### src/rtl/oamdma_responder.sv
// ---------------------------------------------------------------------------
// oamdma_responder
//
// CPU-side responder for the OAM DMA register (FF46). It holds the
// CPU-visible FF46 value apart from the page the DMA controller is actually
// using. It queues a restart when FF46 is written mid-transfer. While a
// transfer runs it remaps the source address, latches the fetched byte and
// drives the OAM write port. It also decides which CPU accesses are
// overridden or blocked during DMA or PPU OAM ownership.
//
// Ports
//   clk, reset            clock; synchronous active-high reset
//   cpu_en                clock-enable tick; state advances only when high
//   cpu_addr/cpu_wdata    CPU bus address / write data
//   cpu_write/cpu_read    CPU access strobes
//   ppu_oam_busy          PPU currently owns OAM
//   oamdma                transfer active (from DMA controller)
//   oamdma_src_addr       DMA source address (from DMA controller)
//   oamdma_oam_addr       DMA destination index (from DMA controller)
//   oamdma_write          DMA write phase (from DMA controller)
//   ext_rdata             memory-system read data for bus_addr
//   oamdma_start_addr     active source page to DMA controller
//   oamdma_start          start request to DMA controller
//   oamdma_done           one-cycle pulse when the transfer ends
//   bus_addr              address driven to the memory system
//   cpu_rdata_ovr_en/ovr  force CPU read data
//   cpu_write_block       suppress CPU write to the memory system
//   oam_we/addr/wdata     OAM RAM write port
// ---------------------------------------------------------------------------
module oamdma_responder (
  input  logic        clk,
  input  logic        reset,
  input  logic        cpu_en,
  input  logic [15:0] cpu_addr,
  input  logic [7:0]  cpu_wdata,
  input  logic        cpu_write,
  input  logic        cpu_read,
  input  logic        ppu_oam_busy,
  input  logic        oamdma,
  input  logic [15:0] oamdma_src_addr,
  input  logic [7:0]  oamdma_oam_addr,
  input  logic        oamdma_write,
  input  logic [7:0]  ext_rdata,
  output logic [7:0]  oamdma_start_addr,
  output logic        oamdma_start,
  output logic        oamdma_done,
  output logic [15:0] bus_addr,
  output logic        cpu_rdata_ovr_en,
  output logic [7:0]  cpu_rdata_ovr,
  output logic        cpu_write_block,
  output logic        oam_we,
  output logic [7:0]  oam_addr,
  output logic [7:0]  oam_wdata
);

  logic [7:0] ff46_reg;
  logic [7:0] active_base;
  logic [7:0] latch;
  logic       pending;
  logic       start_q;
  logic       oamdma_q;

  // Address decode of the CPU bus.
  logic is_ff46;
  logic in_oam;     // FE00-FE9F
  logic in_unused;  // FEA0-FEFF
  logic in_hi;      // FF00-FFFE, still reachable during DMA
  logic dma_block;

  assign is_ff46   = (cpu_addr == 16'hFF46);
  assign in_oam    = (cpu_addr[15:8] == 8'hFE) && (cpu_addr[7:0] < 8'hA0);
  assign in_unused = (cpu_addr[15:8] == 8'hFE) && (cpu_addr[7:0] >= 8'hA0);
  assign in_hi     = (cpu_addr[15:8] == 8'hFF) && (cpu_addr != 16'hFFFF);
  assign dma_block = oamdma && !in_hi;

  // A launch happens on an idle tick when FF46 is written now or a write
  // was queued during the previous transfer. A same-tick write wins over the
  // queued value so the most recent CPU intent is used.
  logic       ff46_wr;
  logic       launch;
  logic [7:0] launch_base;

  assign ff46_wr     = cpu_en && cpu_write && is_ff46;
  assign launch      = cpu_en && !oamdma && (ff46_wr || pending);
  assign launch_base = ff46_wr ? cpu_wdata : ff46_reg;

  // NOTE: state registers use non-blocking assignments so every register
  // samples the pre-edge values of the others, independent of statement order.
  always_ff @(posedge clk) begin
    if (reset) begin
      ff46_reg    <= 8'h00;
      active_base <= 8'h00;
      latch       <= 8'h00;
      pending     <= 1'b0;
      start_q     <= 1'b0;
      oamdma_q    <= 1'b0;
    end else begin
      // Edge detect runs on every clk so the done pulse is one clk wide.
      oamdma_q <= oamdma;

      if (ff46_wr)
        ff46_reg <= cpu_wdata;

      if (launch) begin
        active_base <= launch_base;
        pending     <= 1'b0;
      end else if (ff46_wr && oamdma) begin
        pending <= 1'b1;
      end

      // Start rises after the launching tick and stays up through the next
      // cpu_en tick, so the controller sees it on its own enable.
      if (cpu_en)
        start_q <= launch;

      if (cpu_en && oamdma && !oamdma_write)
        latch <= ext_rdata;
    end
  end

  assign oamdma_start_addr = active_base;
  assign oamdma_start      = start_q;
  assign oamdma_done       = oamdma_q && !oamdma && !reset;

  // Echo RAM (E000-FFFF) folds back onto C000-DFFF for DMA sources.
  logic [7:0] src_hi;
  assign src_hi   = (oamdma_src_addr[15:8] >= 8'hE0) ? (oamdma_src_addr[15:8] - 8'h20)
                                                     : oamdma_src_addr[15:8];
  assign bus_addr = oamdma ? {src_hi, oamdma_src_addr[7:0]} : cpu_addr;

  // NOTE: every output of this block gets a default first, so no path
  // leaves a value unassigned and no latch is inferred.
  always_comb begin
    cpu_rdata_ovr_en = 1'b0;
    cpu_rdata_ovr    = 8'h00;
    cpu_write_block  = 1'b0;
    oam_we           = 1'b0;
    oam_addr         = 8'h00;
    oam_wdata        = 8'h00;

    if (cpu_read) begin
      if (is_ff46) begin
        cpu_rdata_ovr_en = 1'b1;
        cpu_rdata_ovr    = ff46_reg;
      end else if (dma_block || (!oamdma && in_oam && ppu_oam_busy)) begin
        cpu_rdata_ovr_en = 1'b1;
        cpu_rdata_ovr    = 8'hFF;
      end else if (in_unused) begin
        cpu_rdata_ovr_en = 1'b1;
        cpu_rdata_ovr    = 8'h00;
      end
    end

    if (cpu_write && (dma_block || (!oamdma && in_oam && ppu_oam_busy)))
      cpu_write_block = 1'b1;

    // The DMA owns the OAM port for the whole transfer.
    if (oamdma) begin
      oam_we    = cpu_en && oamdma_write;
      oam_addr  = oamdma_oam_addr;
      oam_wdata = latch;
    end else if (cpu_write && in_oam && !ppu_oam_busy) begin
      oam_we    = cpu_en;
      oam_addr  = cpu_addr[7:0];
      oam_wdata = cpu_wdata;
    end
  end

endmodule

### config.mk
export PLATFORM = sky130hd
export DESIGN_NAME = oamdma_responder
export DESIGN_NICKNAME = d
export VERILOG_FILES = /design/src/rtl/oamdma_responder.sv
export SDC_FILE = /design/constraint.sdc
export NUM_CORES = 1
export LEC_CHECK = 0
export ABC_AREA = 1
export CORE_MARGIN = 1
export CORE_UTILIZATION = 37
export CTS_CLUSTER_SIZE = 24
export DETAILED_ROUTE_END_ITERATION = 6
export HOLD_SLACK_MARGIN = 0.08
export PLACE_DENSITY = 0.91
export SYNTH_ARGS = -nofsm -noshare
export SYNTH_HDL_FRONTEND = slang
export SYNTH_SLANG_ARGS = --single-unit
### constraint.sdc
create_clock -name clk -period 1.41 [get_ports clk]
set_input_delay 0.282 -clock clk [delete_from_list [all_inputs] [get_ports clk]]
set_output_delay 0.282 -clock clk [all_outputs]
set_load 0.005 [all_outputs]
* After elaboration in Yosys (flattened, before gate mapping)
Index checks and enable logic that the tools add are counted.
** Operators by class
- $add $sub $neg :: 1
- Multiply operators :: 0
- Div/mod/pow operators :: 0
- Magnitude comparators :: 3
- Equality and inequality tests :: 4
- Shifts and indexed selects :: 0
- Multiplexer cells :: 17
- Bitwise logic cells :: 0
- Reductions and logical operators :: 27
** Operators by type and width (count)
- 2-to-1 mux 8 bit :: 9
- logical AND 1 bit :: 19
- == test 16 bit, second input constant :: 1
- == test 8 bit, second input constant :: 2
- >= comparator 8 bit, second input constant :: 2
- 2-to-1 mux 16 bit :: 1
- inequality test 16 bit, second input constant :: 1
- less-than comparator 8 bit, second input constant :: 1
- subtractor 8 x 6 -> 8 bit, second input constant :: 1
- 2-to-1 mux 1 bit :: 7
- logical NOT 1 bit :: 5
- logical OR 1 bit :: 2
- OR reduction 2 bit :: 1
** Word-level totals
- Register bits after elaboration :: 27
- Latch bits :: 0
- Bits in writable memories :: 0
- ROM bits :: 0
- Input bits :: 64
- Output and inout bits :: 53
- Word-level logic and storage cells :: 58
- Memories :: 0

* Longest topological paths before layout
- Depth after elaboration :: 8
- Depth in mapped cells :: 9
- Mapped depth without buffers :: 9

* Worst setup path after synthesis
OpenSTA, ideal clock, no wires.
- Kind :: input to output
- Start point :: input port cpu_addr[13]
- End point :: output port oam_addr[0]
- Arrival :: 1.080 ns
- Required time :: 1.128 ns
- Path slack :: 0.048 ns
- Cell stages on the path :: 7
- Buffers on the path :: 1
- Cell sequence :: nand2_1 > nor2_2 > nand2_1 > nor2_2 > nand2_2 > buf_6 > o31ai_4
** On the way
- Cells in the longest elaborated chain, start to end :: 6
** Ends and longest elaborated chain
- start: declaration :: RTL line 34 : input logic [15:0] cpu_addr,
- == test 8 bit :: RTL line 71 : assign in_oam = (cpu_addr[15:8] == 8'hFE) && (cpu_addr[7:0] < 8'hA0);
- logical AND 1 bit :: RTL line 71
- logical AND 1 bit (2 in a row) :: RTL line 162 : end else if (cpu_write && in_oam && !ppu_oam_busy) begin
- 2-to-1 mux 8 bit :: RTL line 162
- 2-to-1 mux 8 bit :: RTL line 158 : if (oamdma) begin
- end: declaration :: RTL line 52 : output logic [7:0] oam_addr,
No other way between the ends.

* Final worst setup path
- Start point :: input port cpu_addr[6]
- End point :: output port oam_wdata[4]
** On the way
- Cells in the longest elaborated chain, start to end :: 6
** Ends and longest elaborated chain
- less-than comparator 8 bit :: RTL line 71
- logical AND 1 bit :: RTL line 71
- logical AND 1 bit (2 in a row) :: RTL line 162
- 2-to-1 mux 8 bit :: RTL line 162
- 2-to-1 mux 8 bit :: RTL line 158
- end: declaration :: RTL line 53 : output logic [7:0] oam_wdata
No other way between the ends.

==> report_table.html <==
<table>
<tr><th>Metric</th><th>Value</th></tr>
<tr><th colspan="2">Worst setup path</th></tr>
<tr><td>List of cells traversed by the critical path</td><td>buf_2 &gt; o21ai_2 &gt; inv_2 &gt; nor2_4 &gt; nand2_4 &gt; buf_6 &gt; buf_6 &gt; o31ai_4 &gt; buf_2</td></tr>
<tr><td>Nature of the critical path startpoint</td><td>primary input</td></tr>
<tr><td>Endpoint kind of the worst setup timing path</td><td>output port</td></tr>
<tr><td>CP max stage delay</td><td>~170 ps</td></tr>
<tr><td>Slowest cell on crit path</td><td>o21ai_2</td></tr>
<tr><td>Worst path arrival time</td><td>~1500 ps</td></tr>
<tr><td>Critical path data required time</td><td>1130 ps</td></tr>
<tr><td>Type of the worst setup path</td><td>in2out</td></tr>
<tr><td>Critical path peak fanout</td><td>5</td></tr>
<tr><th colspan="2">Drt</th></tr>
<tr><td>Residual antenna-violating net count after detailed routing</td><td>0</td></tr>
<tr><td>Length of the first detailed-routing pass in iterations</td><td>4</td></tr>
<tr><td>Wirelength per Cell</td><td>approximately 16 um</td></tr>
<tr><td>Detailed Route WL</td><td>8660 um</td></tr>
<tr><td>Number of DRC markers after the initial detailed-route iteration</td><td>about 170</td></tr>
<tr><td>Via-per-instance ratio</td><td>5.12</td></tr>
<tr><td>Vias</td><td>between 2000 and 3000</td></tr>
<tr><td>Remaining DRCs</td><td>0</td></tr>
<tr><th colspan="2">Floorplanning</th></tr>
<tr><td>Chip height</td><td>73.8 um</td></tr>
<tr><td>Total die area</td><td>around 0.0055 mm^2</td></tr>
<tr><td>Starting utilization of the core area</td><td>0.394</td></tr>
<tr><td>Number of standard-cell rows in the floorplan</td><td>25</td></tr>
<tr><td>Horizontal die dimension</td><td>~74 um</td></tr>
<tr><td>Placeable core region</td><td>between 0.004 and 0.005 mm^2</td></tr>
<tr><td>Number of top-level pins</td><td>roughly 120</td></tr>
<tr><th colspan="2">Finish</th></tr>
<tr><td>Cell area after layout</td><td>a little under 0.004 mm^2</td></tr>
<tr><td>Synth-to-layout area growth</td><td>104%</td></tr>
<tr><td>Diode insertion count for antenna repair</td><td>0</td></tr>
<tr><td>Filler Cell Count</td><td>roughly 270</td></tr>
<tr><td>Fraction of layout cells with a size suffix above 1</td><td>0.450</td></tr>
<tr><td>Number of nets in the layout</td><td>539</td></tr>
<tr><th colspan="2">Timing</th></tr>
<tr><td>Final hold violations</td><td>0</td></tr>
<tr><td>RSZ-0062 raised after global routing</td><td>true</td></tr>
<tr><td>Fin crit period</td><td>roughly 1700 ps</td></tr>
<tr><td>Worst-Margin Slew</td><td>around 370 ps</td></tr>
<tr><td>Smallest setup slack after layout</td><td>-335 ps</td></tr>
<tr><td>Final-report setup violation count</td><td>30</td></tr>
<tr><td>Maximum operating frequency</td><td>roughly 570 MHz</td></tr>
<tr><td>Max-Slew Margin vs Limit</td><td>0.753</td></tr>
<tr><td>Period Utilization, post-route</td><td>1.24</td></tr>
<tr><td>Setup Skew</td><td>roughly 2.7 ps</td></tr>
<tr><td>Final max-slew violation count</td><td>0</td></tr>
<tr><th colspan="2">Logic synthesis</th></tr>
<tr><td>Area of the mapped netlist</td><td>between 0.0015 and 0.002 mm^2</td></tr>
<tr><td>Number of synthesized flops with an enable pin</td><td>0</td></tr>
<tr><td>Share of synthesized registers carrying an async set or reset</td><td>0</td></tr>
<tr><td>Synthesized flop and latch total</td><td>27</td></tr>
<tr><td>Synthesis warning total</td><td>0</td></tr>
<tr><td>Predominant post-synthesis flop cell</td><td>dfxtp_1</td></tr>
<tr><td>Top cell type's share of synthesized area</td><td>0.283</td></tr>
<tr><td>Cell count after synthesis</td><td>300</td></tr>
<tr><td>Number of distinct library cell variants in the gate-level netlist after synthesis</td><td>27</td></tr>
<tr><td>Sequential fraction of the synthesis area</td><td>0.283</td></tr>
<tr><td>Avg Cell Area, Syn</td><td>about 6.4 um^2</td></tr>
<tr><td>Leading cell types by total area after synthesis</td><td>dfxtp_1 (28%), nand2_1 (15%), nor2_1 (8.8%)</td></tr>
<tr><td>Top cell type by total area after synthesis</td><td>dfxtp_1</td></tr>
<tr><td>Post-synth net total</td><td>between 300 and 400</td></tr>
<tr><th colspan="2">Clock network</th></tr>
<tr><td>Root Buffer Master</td><td>clkbuf_8</td></tr>
<tr><td>Clk sinks</td><td>27</td></tr>
<tr><td>Clock latency on the worst-skew pair</td><td>approximately 280 ps</td></tr>
<tr><td>Number of hold-repair buffers added at the cts stage</td><td>0</td></tr>
<tr><td>Clock slew seen by the registers of the worst setup and hold paths</td><td>roughly 100 ps</td></tr>
<tr><td>CTS H-tree depth</td><td>1</td></tr>
<tr><td>Number of buffers added by the clock tree synthesis step</td><td>3</td></tr>
<tr><td>CTS tree</td><td>done</td></tr>
<tr><td>Clock Tree Buf Depth</td><td>2</td></tr>
<tr><th colspan="2">Global route</th></tr>
<tr><td>M3 GR Usage</td><td>0.0453</td></tr>
<tr><td>Grt met1 use</td><td>0.321</td></tr>
<tr><td>Largest net degree at the start of global routing</td><td>27</td></tr>
<tr><td>Routing usage on met2</td><td>0.557</td></tr>
<tr><td>Total congestion overflow after global routing</td><td>0</td></tr>
<tr><td>Antenna violations before repair</td><td>0</td></tr>
<tr><td>Overall track demand over capacity in global routing</td><td>0.291</td></tr>
<tr><td>Top Usage Layer GRT</td><td>met2</td></tr>
<tr><td>Wire length of the first global-routing pass</td><td>12100 um</td></tr>
<tr><td>Number of global-route vias before repair</td><td>about 2600</td></tr>
<tr><th colspan="2">Min path</th></tr>
<tr><td>Path category of the worst min-delay check</td><td>in2reg</td></tr>
<tr><th colspan="2">Placement</th></tr>
<tr><td>Post-DP HPWL</td><td>~5400 um</td></tr>
<tr><td>Cell area after placement</td><td>roughly 0.0035 mm^2</td></tr>
<tr><td>IO buf count</td><td>~120</td></tr>
<tr><td>Final estimated routing congestion in global placement</td><td>between 0.8 and 0.9</td></tr>
<tr><td>DP Worst Slack</td><td>-1150 ps</td></tr>
<tr><th colspan="2">Run status</th></tr>
<tr><td>Outcome</td><td>complete, but fails checks</td></tr>
<tr><td>Failing checks</td><td>negative setup slack</td></tr>
<tr><th colspan="2">Power</th></tr>
<tr><td>Leakage component of the power</td><td>between 0.002 and 0.0025 uW</td></tr>
<tr><td>Peak supply drop</td><td>between 0.0004 and 0.0005 V</td></tr>
<tr><td>Power per cell area</td><td>approximately 500 mW/mm^2</td></tr>
<tr><td>Pwr Total</td><td>between 1500 and 2000 uW</td></tr>
<tr><th colspan="2">Job</th></tr>
<tr><td>Max-cap check violation count</td><td>0</td></tr>
</table>
## through the flow
| step | TNS, ps | instances | hold WS, ps | utilization |
|---|---|---|---|---|
| floorplan | 0 | 300 | 344 | - |
| CTS | -7040 | 537 | 344 | 0.781 |
| detailed placement | -47540 | 516 | 481 | 0.715 |
| finish | -7620 | 540 | 369 | 0.804 |
| global route | -9480 | 540 | 374 | 0.804 |
| global placement | -45140 | 516 | 481 | 0.715 |
## report_power, final
| part | total, uW | leakage [uW] | internal [uW] | switching, uW |
|---|---|---|---|---|
| clock | 485 | 0.0000261 | 208 | 277 |
| sequential | 782 | 0.000223 | 775 | 6.81 |
| combinational | 676 | 0.00185 | 357 | 319 |
## what timing repair did
| action | CTS | global route |
|---|---|---|
| resized for setup | 306 | 32 |
| pin swaps | 32 | 16 |
| endpoints found under the setup margin | 71 | 60 |
| buffers inserted | 14 | 1 |
| gates cloned | 4 | 2 |
## cells in the mapped netlist, types with 2 or more instances
cell / n
a21oi_2: 10
o21ai_0: 16
o21ai_1: 7
nor2_1: 45
clkbuf_1: 3
nand2_2: 6
o31ai_1: 7
a21oi_1: 9
dfxtp_1: 27
o31ai_4: 4
nand2_8: 2
nor2_2: 5
inv_1: 43
inv_2: 4
buf_2: 4
nand3_1: 22
nor2_4: 2
nand2_1: 75
## worst max-delay path, delay by kind of cell
family	cells	cell delay [ps]
AO/OA/AOI/OAI	2	310
AND/OR/NAND/NOR	2	260
buffers and inverters	5	600
## metal layers
| layer | wire (um) | share of wire | up-vias |
|---|---|---|---|
| met2 | 4570 | 0.53 | 150 |
| met4 | 349 | 0.040 | 0 |
| met5 | 0 | 0 | - |
| met1 | 3150 | 0.36 | 1275 |
| li1 | - | - | 1302 |
| met3 | 591 | 0.068 | 38 |
## worst paths after layout
path	endpoint	from	slack (ps)	depth (start not counted)
max reg2reg	oamdma_start_addr[6]$_SDFFE_PP0P_	pending$_SDFFE_PP0P_	300	5
max	oam_wdata[4]	cpu_addr[6]	-340	9
min	oamdma_q$_SDFF_PP0_	oamdma	370	3
min reg2reg	oamdma_start_addr[0]$_SDFFE_PP0P_	oamdma_start_addr[0]$_SDFFE_PP0P_	500	2
## logic make-up (layout without fill, tap and decap cells)
group | count (synthesis) | count (layout) | synth area share
and+or+nand+nor | 161 | 166 | 0.386
buffers and inverters | 57 | 225 | 0.119
AOI/OAI and AO/OA | 54 | 54 | 0.205
DFF | 27 | 27 | 0.283
adders and majority gates | 1 | 1 | 0.00655
## layout by cell type (no fill, tap or decap), drive strengths merged
cell type | Yosys | final
o21ai | 23 | 23
nor2 | 52 | 53
a31oi | 1 | 1
nor3 | 1 | 1
nand3 | 23 | 24
nand4 | 1 | 1
dfxtp | 27 | 27
o31ai | 11 | 11
dlygate4sd2 | 0 | 14
a21oi | 19 | 19
clkinv | 1 | 1
nand2 | 84 | 87
ha | 1 | 1
dlymetal6s2s | 0 | 8
buf | 6 | 99
clkdlybuf4s50 | 0 | 40
clkbuf | 3 | 8
clkdlybuf4s15 | 0 | 7
inv | 47 | 48
## cell type report
| class | instances | area (um^2) | area share |
|---|---|---|---|
| multi-input cells | 221 | 1490 | 0.382 |
| clock buffers | 3 | 41.3 | 0.0106 |
| well taps | 67 | 83.8 | 0.0215 |
| repair buffers | 173 | 1540 | 0.395 |
| inverters | 48 | 185 | 0.0475 |
| clock inverters | 1 | 8.76 | 0.00225 |
| flip-flops and latches | 27 | 552 | 0.142 |
(Power assumes the default switching activity.)
